`src/rtl/packet_tx.sv`:
```
// packet_tx: BEEF packet transmitter, input byte FIFO plus framing FSM.
// Optional error injection is compiled in with PKT_TX_ERR_INJECT_EN.
module packet_tx #(
   parameter int         FIFO_DEPTH = 16,
   parameter int         MIN_GAP    = 0,
   parameter logic [7:0] IDLE_BYTE  = 8'h00
) (
   input  logic       clk,
   input  logic       reset,
   input  logic       in_valid,
   input  logic [7:0] in_data,
   output logic       in_ready,
`ifdef PKT_TX_ERR_INJECT_EN
   input  logic [1:0] inject_err,
`endif
   output logic       tx_valid,
   output logic [7:0] tx_data,
   output logic       tx_sop,
   output logic       tx_eop,
   output logic       sub_err,
   output logic       adj_flag
);

   localparam int AW = $clog2(FIFO_DEPTH);
   localparam int CW = AW + 1;
   localparam int GW = (MIN_GAP > 1) ? $clog2(MIN_GAP) : 1;
   localparam logic [GW-1:0] GAP_LAST = GW'((MIN_GAP > 0) ? MIN_GAP - 1 : 0);
   localparam logic [7:0] SYNC0 = 8'hBE;
   localparam logic [7:0] SYNC1 = 8'hEF;

   typedef enum logic [2:0] {
      IDLE, LOAD, HDR0, HDR1, BODY, CSUM, GAP
   } state_t;

   state_t        state;
   logic [7:0]    mem [FIFO_DEPTH];
   logic [AW-1:0] wr_ptr;
   logic [AW-1:0] rd_ptr;
   logic [CW-1:0] count;
   logic          push;
   logic          pop;
   logic [7:0]    wr_byte;
   logic [7:0]    rd_byte;
   logic [7:0]    body [8];
   logic [2:0]    cnt;
   logic [7:0]    sum;
   logic          adj;
   logic          dup;
   logic [GW-1:0] gap_cnt;
   logic [7:0]    sum_nx;
   logic [7:0]    fix_amt;
   logic [7:0]    b7_fix;
   logic [7:0]    sum_fix;
   logic [7:0]    csum_tx;
   logic [2:0]    last_idx;
   logic [1:0]    inj;
   logic          start;

   function automatic logic is_sync(input logic [7:0] b);
      return (b == SYNC0) || (b == SYNC1);
   endfunction

   assign in_ready = count < CW'(FIFO_DEPTH);
   assign push     = in_valid & in_ready;
   assign pop      = (state == LOAD);
   assign wr_byte  = is_sync(in_data) ? 8'h00 : in_data;
   assign rd_byte  = mem[rd_ptr];
   assign start    = (state == IDLE) && (count >= CW'(8));

`ifdef PKT_TX_ERR_INJECT_EN
   // Latch the injection mode once per packet, at the IDLE->LOAD step.
   always_ff @(posedge clk) begin
      if (reset)
         inj <= 2'b00;
      else if (start)
         inj <= inject_err;
   end
`else
   assign inj = 2'b00;
`endif

   // Running sum, last-byte fix-up that keeps sync bytes off the checksum.
   always_comb begin
      sum_nx  = sum + rd_byte;
      fix_amt = 8'd0;
      if (is_sync(sum_nx))
         fix_amt = is_sync(rd_byte + 8'd1) ? 8'd2 : 8'd1;
      b7_fix  = rd_byte + fix_amt;
      sum_fix = sum_nx + fix_amt;
      csum_tx = sum;
      if (inj == 2'b01)
         csum_tx = is_sync(sum + 8'd1) ? sum + 8'd2 : sum + 8'd1;
      last_idx = (inj == 2'b10) ? 3'd6 : 3'd7;
   end

   // Input FIFO with sync-byte substitution and occupancy count.
   always_ff @(posedge clk) begin
      if (reset) begin
         wr_ptr  <= '0;
         rd_ptr  <= '0;
         count   <= '0;
         sub_err <= 1'b0;
      end else begin
         sub_err <= push & is_sync(in_data);
         if (push) begin
            mem[wr_ptr] <= wr_byte;
            wr_ptr      <= wr_ptr + AW'(1);
         end
         if (pop)
            rd_ptr <= rd_ptr + AW'(1);
         case ({push, pop})
            2'b10:   count <= count + CW'(1);
            2'b01:   count <= count - CW'(1);
            default: ;
         endcase
      end
   end

   // Framing FSM; outputs are registered alongside the state.
   always_ff @(posedge clk) begin
      if (reset) begin
         state    <= IDLE;
         cnt      <= 3'd0;
         sum      <= 8'd0;
         adj      <= 1'b0;
         dup      <= 1'b0;
         gap_cnt  <= '0;
         tx_valid <= 1'b0;
         tx_data  <= IDLE_BYTE;
         tx_sop   <= 1'b0;
         tx_eop   <= 1'b0;
         adj_flag <= 1'b0;
      end else begin
         unique case (state)
            IDLE: begin
               if (start) begin
                  state <= LOAD;
                  cnt   <= 3'd0;
                  sum   <= 8'd0;
                  adj   <= 1'b0;
                  dup   <= 1'b0;
               end
            end
            LOAD: begin
               cnt <= cnt + 3'd1;
               if (cnt == 3'd7) begin
                  body[7]  <= b7_fix;
                  sum      <= sum_fix;
                  adj      <= (fix_amt != 8'd0);
                  state    <= HDR0;
                  tx_valid <= 1'b1;
                  tx_data  <= SYNC0;
                  tx_sop   <= 1'b1;
               end else begin
                  body[cnt] <= rd_byte;
                  sum       <= sum_nx;
               end
            end
            HDR0: begin
               state   <= HDR1;
               tx_sop  <= 1'b0;
               tx_data <= SYNC1;
            end
            HDR1: begin
               state   <= BODY;
               cnt     <= 3'd0;
               tx_data <= body[0];
            end
            BODY: begin
               if (cnt == last_idx) begin
                  if ((inj == 2'b11) && !dup) begin
                     dup     <= 1'b1;
                     tx_data <= body[cnt];
                  end else begin
                     state    <= CSUM;
                     tx_data  <= csum_tx;
                     tx_eop   <= 1'b1;
                     adj_flag <= adj;
                  end
               end else begin
                  cnt     <= cnt + 3'd1;
                  tx_data <= body[cnt + 3'd1];
               end
            end
            CSUM: begin
               tx_valid <= 1'b0;
               tx_data  <= IDLE_BYTE;
               tx_eop   <= 1'b0;
               adj_flag <= 1'b0;
               gap_cnt  <= '0;
               state    <= (MIN_GAP > 0) ? GAP : IDLE;
            end
            GAP: begin
               gap_cnt <= gap_cnt + GW'(1);
               if (gap_cnt == GAP_LAST)
                  state <= IDLE;
            end
            default: state <= IDLE;
         endcase
      end
   end

endmodule
```
`config.mk`:
```
export PLATFORM = sky130hd
export DESIGN_NAME = packet_tx
export DESIGN_NICKNAME = d
export VERILOG_FILES = /design/src/rtl/packet_tx.sv
export SDC_FILE = /design/constraint.sdc
export NUM_CORES = 1
export LEC_CHECK = 0
export CORE_MARGIN = 10
export CORE_UTILIZATION = 62
export DETAILED_ROUTE_END_ITERATION = 8
export PLACE_DENSITY = 0.85
export SLEW_MARGIN = 20
export SYNTH_ARGS = -nofsm -noshare
export SYNTH_HDL_FRONTEND = slang
export SYNTH_SLANG_ARGS = --single-unit
```
`constraint.sdc`:
```
create_clock -name clk -period 7.1 [get_ports clk]
set_input_delay 1.42 -clock clk [delete_from_list [all_inputs] [get_ports clk]]
set_output_delay 1.42 -clock clk [all_outputs]
set_load 0.02 [all_outputs]
```
Yosys cells after proc, flatten, opt, wreduce, memory -nomap -nowiden --
Memories as Yosys holds them, arrays and structs flattened. A register that Yosys moved wholly into a read port is not among the register bits. Index checks and enable logic that the tools add are counted. W data, S select, Z words.
Storage, ports and cells: register bits after elaboration 42, bits in latches 0, RAM bits 192, bits in read-only memories 0, bits of input ports 11, output and inout port bits 14, word-level logic and storage cells 117, memories 2
Cells by class: add/subtract/negate cells 10, multiply operators 0, divide/modulo/power cells 0, $lt $le $gt $ge 2, equality and inequality tests 20, shifts and indexed selects 0, mux-type cells 44, bitwise operators 2, reductions and logical operators 23
Memory list:
- mem | words 16, width 8, read ports 1, clocked after memory_dff 1, write ports 1, RTL line 36 | logic [7:0] mem [FIFO_DEPTH];
- body | words 8, width 8, read ports 2, clocked after memory_dff 0, write ports 1, RTL line 44 | logic [7:0] body [8];
Operators with widths (number):
- $eq A8 B8 Y1 const B | 6
- $mux W8 | 6
- $pmux W8 S5 | 1
- $add A8 B8 Y8 | 3
- $mux W3 | 7
- $pmux W3 S6 | 1
- $mux W1 | 16
- $pmux W8 S2 | 1
- $eq A3 B3 Y1 const B | 4
- $pmux W1 S2 | 6
- $pmux W3 S4 | 1
- $reduce_bool A2 Y1 | 6
- $pmux W5 S2 | 1
- $reduce_and A2 Y1 | 5
- $add A4 B1 Y4 const B | 2
- $add A8 B1 Y8 const B | 1
- $mux W4 | 2
- $ne A2 B2 Y1 const B | 4
- $reduce_bool A8 Y1 | 1
- $reduce_or A8 Y1 | 1
- $eq A3 B2 Y1 const B | 2
- $reduce_and A3 Y1 | 2
- $add A5 B1 Y5 const B | 1
- $ge A5 B4 Y1 const B | 1
- 16 further kinds | 20

Logic depth before layout (Yosys ltp) --
depth in word-level cells 8, depth in mapped cells 22, depth with buffers taken out 19

Least setup slack after synthesis --
No wires, ideal clock.
kind register -> register, from register with a tool-made name, to memory body[0][6], data pin, setup time 0.223 ns, arrival 4.825 ns, required time 6.877 ns, slack 2.052 ns, stages on the path, launching flop included 23, buffers on the path 3, period minus slack after synthesis 5.048 ns, cell sequence dfxtp_1 > buf_6 > buf_6 > buf_6 > mux4_2 > a22oi_1 > nand2_1 > ha_1 > fa_1 > a211oi_1 > nor2_1 > xor2_1 > mux2i_1 > a211oi_1 > nor3b_2 > nor2b_1 > ha_1 > inv_1 > fa_1 > nor2_1 > nand2_1 > nor2_1 > xor2_1
RTL lines (RTL line):
- end: declaration | 44

==> implementation parameters <==
Parameter                              Value

Status
  Outcome ... completed

GRT
  Global-route wire length before repair ... 34.62 mm
  Via count of the first global-routing pass ... 6334
  Global route total overflow ... 0
  Global-route total usage across every layer ... 0.1962
  Maximum number of pins on one net before global-route repair ... 41
  Initial antenna violation count ... 0

Die
  Die extent in x ... 149.7 µm
  Area of the placeable core ... 16520 µm²
  Number of ports placed on the die boundary ... 25
  Die Outline Area ... 22410 µm²
  Row count ... 47
  Starting Density ... 0.6312
  Floorplan die height ... 149.7 µm

Yosys
  FFs w/ async S/R, synth ... 0
  Commonest cells in the synthesized netlist ... sky130_fd_sc_hd__edfxtp_1 (192), sky130_fd_sc_hd__nor2_1 (70), sky130_fd_sc_hd__mux4_2 (49), sky130_fd_sc_hd__nand2_1 (47), sky130_fd_sc_hd__dfxtp_1 (46)
  Unique masters post-synth ... 55
  Prevailing post-synth register cell ... sky130_fd_sc_hd__edfxtp_1
  Synthesized instance count ... 711
  Mapped Area ... 10430 µm²
  Dominant cell type by area after synthesis ... sky130_fd_sc_hd__edfxtp_1
  Biggest area contributors in the synthesized netlist ... sky130_fd_sc_hd__edfxtp_1 (55%), sky130_fd_sc_hd__mux4_2 (11%), sky130_fd_sc_hd__dfxtp_1 (8.8%), sky130_fd_sc_hd__ha_1 (2.6%), sky130_fd_sc_hd__nor2_1 (2.5%)
  Number of nets in the synthesized netlist ... 748
  Top cell type's share of synthesized area ... 0.5528
  Share of synthesized area occupied by flip-flops and latches ... 0.6411
  Most used standard cell by instance count after synthesis ... sky130_fd_sc_hd__edfxtp_1
  Avg Cell Area, Syn ... 14.67 µm²
  Count of state elements after synthesis ... 238
  Yosys warning total ... 0
  Number of enable-type register cells in the synthesized netlist ... 192

Clock network
  Number of H-tree levels ... 1
  Clock latency on the worst-skew pair ... 0.51 ns
  Clock Path Buffers ... 3
  Setup Fix Bufs, Post-CTS ... 0
  Total clock buffers created by CTS ... 24
  Gates resized, CTS repair ... 0
  Hold-fix buffer count after cts ... 0
  Clock tree from TritonCTS ... yes
  Total number of clock tree sinks ... 238
  Post-CTS clock slew at the launch and capture registers of the worst setup and hold paths ... 0.06 ns
  CTS Root Cell ... sky130_fd_sc_hd__clkbuf_16

Placement
  Weighted congestion reported at the end of routability-driven placement ... 0.8795
  Post-place instance area ... 10880 µm²
  IO Port Bufs ... 24
  HPWL Detailed ... 14.46 mm

Layout
  Signed area change from the synthesized netlist to the final layout ... 12.66%
  Final layout net count ... 775
  Final Core Density ... 0.7111
  Ratio of cells with drive above 1 in the final layout ... 0.1548
  Antenna diode count ... 0
  Final instance area ... 11750 µm²

Detailed routing
  Number of antenna-violating nets in the routed design ... 0
  Residual DRC count ... 0
  Via-per-instance ratio ... 6.238
  Total length of routed wires ... 21.66 mm
  Detailed-routing iteration count for the pre-antenna-repair pass ... 7
  Vias after detailed routing ... 6088
  Average wire per cell in the routed design ... 22.19 µm
  Number of DRC violations after detailed-routing iteration 0 ... 613

Critical path
  Crit path kind ... reg -> reg
  Slowest cell on the critical path ... sky130_fd_sc_hd__dfxtp_2
  CP Cell Sequence ... mux4_2 -> a22o_1 -> a221oi_4 -> inv_2 -> fa_1 -> a211oi_1 -> nor2_1 -> xor2_1 -> mux2i_1 -> a211oi_1 -> nor3b_2 -> nor2b_1 -> ha_1 -> inv_1 -> fa_1 -> nor2_1 -> nand2_1 -> xnor2_1
  Data arrival at the endpoint of the critical path ... 6.36 ns
  CP max FO ... 23
  Type of element capturing the critical path ... register
  Startpoint type of the worst setup path ... register
  Worst path max stage delay ... 0.87 ns
  Worst Path Required ... 7.32 ns
  CP delay by family, top ... adder cells
  Crit path buffers/inverters ... 2
  Length in cells of the worst reg-to-reg path ... 18
  Number of stages on the worst setup path ... 18

Timing
  Final total negative setup slack ... 0 ns
  Unrepaired setup endpoints after global routing ... false
  Post-layout minimum cycle time ... 6.133 ns
  Final count of pins violating max slew ... 0
  Clock Skew ... 0.009048 ns
  Share of the clock period used by the worst path ... 0.8638
  Final Hold Slack ... 0.4710 ns
  Rel. slew slack ... 0.3070
  Maximum clock rate ... 163.0 MHz
  Number of failing hold endpoints at the final stage ... 0
  Slew @ Worst Pin ... 1.038 ns
  Final setup violating endpoints ... 0

Power
  Leakage ... 3.857 nW
  Worst ir drop on vdd ... 0.2497 mV
  Total Power Consumption ... 2.964 mW
  Power per standard cell area ... 252.3 nW/µm²

Hold path
  Hold Path Cell Cnt ... 2
  Class of the tightest hold or removal check ... reg -> reg

Flow run
  Number of max-cap violations ... 0
## per-layer routing
layer / vias to the layer above / share of wire / global-route usage
met2: 234 / 0.51 / 0.3421
met3: 56 / 0.065 / 0.03382
li1: 2747 / - / -
met1: 3051 / 0.39 / 0.2437
met5: - / 0 / 0
met4: 0 / 0.033 / 0.06463
## layout make-up
type / instances / area [µm²]
clock buffer: 33 / 675.6
clock inverter: 11 / 190.2
fill: 1033 / 4775
inverter: 18 / 67.56
multi-input combinational: 417 / 3501
sequential: 238 / 6688
tap: 220 / 275.3
timing repair buffer: 39 / 352.8
## layout by cell type (no fill, tap or decap), types with 5 or more instances in the layout
| cell | n |
|---|---|
| sky130_fd_sc_hd__clkbuf_1 | 6 |
| sky130_fd_sc_hd__bufinv_16 | 5 |
| sky130_fd_sc_hd__a21o_1 | 5 |
| sky130_fd_sc_hd__and2_1 | 13 |
| sky130_fd_sc_hd__buf_4 | 15 |
| sky130_fd_sc_hd__edfxtp_1 | 192 |
| sky130_fd_sc_hd__nor2_1 | 70 |
| sky130_fd_sc_hd__ha_1 | 22 |
| sky130_fd_sc_hd__clkbuf_16 | 25 |
| sky130_fd_sc_hd__mux2i_1 | 12 |
| sky130_fd_sc_hd__nor4_1 | 6 |
| sky130_fd_sc_hd__mux4_2 | 49 |
| sky130_fd_sc_hd__o21ai_0 | 10 |
| sky130_fd_sc_hd__nand3_1 | 6 |
| sky130_fd_sc_hd__nor3_1 | 18 |
| sky130_fd_sc_hd__inv_1 | 17 |
| sky130_fd_sc_hd__xnor2_1 | 13 |
| sky130_fd_sc_hd__a21oi_1 | 39 |
| sky130_fd_sc_hd__xor2_1 | 16 |
| sky130_fd_sc_hd__a22oi_1 | 10 |
| sky130_fd_sc_hd__a211oi_1 | 5 |
| sky130_fd_sc_hd__clkdlybuf4s50_1 | 24 |
| sky130_fd_sc_hd__nor2b_1 | 13 |
| sky130_fd_sc_hd__nand2b_1 | 5 |
| sky130_fd_sc_hd__nand2_1 | 47 |
| sky130_fd_sc_hd__dfxtp_1 | 45 |
## cell families after synthesis
group           synth area share
fa+ha+maj                0.03407
xor+xnor                 0.02675
mux                       0.1184
buf+inv                  0.02375
simple gates             0.09549
flops                     0.6411
compound gates           0.06046
## worst paths after layout
kind / start / to / slack [ns]
max: register / body[7][4]$_DFFE_PP_ / 0.97
min: csum_tx[7]$_SDFFE_PP0P_ / csum_tx[7]$_SDFFE_PP0P_ / 0.47
max reg2reg: register / body[7][4]$_DFFE_PP_ / 0.97
min reg2reg: csum_tx[7]$_SDFFE_PP0P_ / csum_tx[7]$_SDFFE_PP0P_ / 0.47
## per-stage QoR
stage               setup WS [ns]  instances
floorplan                   2.052        711
global placement            1.390        932
detailed placement          1.069        932
CTS                         1.027        976
global route               0.4832        976
finish                     0.9669        976
## state kept, by name (all words and copies together), names as in the netlist, 3 cells and up, named ones only
register  flops
mem         128
tx_data       8
body         64
rd_ptr        4
count         5
wr_ptr        4
csum_tx       8
cnt           3
state         3
## where the power goes
group	switching, mW	leakage [nW]	total (mW)	internal (mW)
Combinational	0.0562	1.34	0.0861	0.0299
Clock	0.506	0.421	1.36	0.850
Sequential	0.00588	2.10	1.52	1.52
Total	0.568	3.86	2.96	2.40
## worst min-delay path: stages, from the launching register on
cell	delay (ns)
sky130_fd_sc_hd__dfxtp_1	0.32
sky130_fd_sc_hd__nand2_1	0.06
sky130_fd_sc_hd__o21ai_1	0.05
Note: power is estimated with default switching activity, not from simulation.
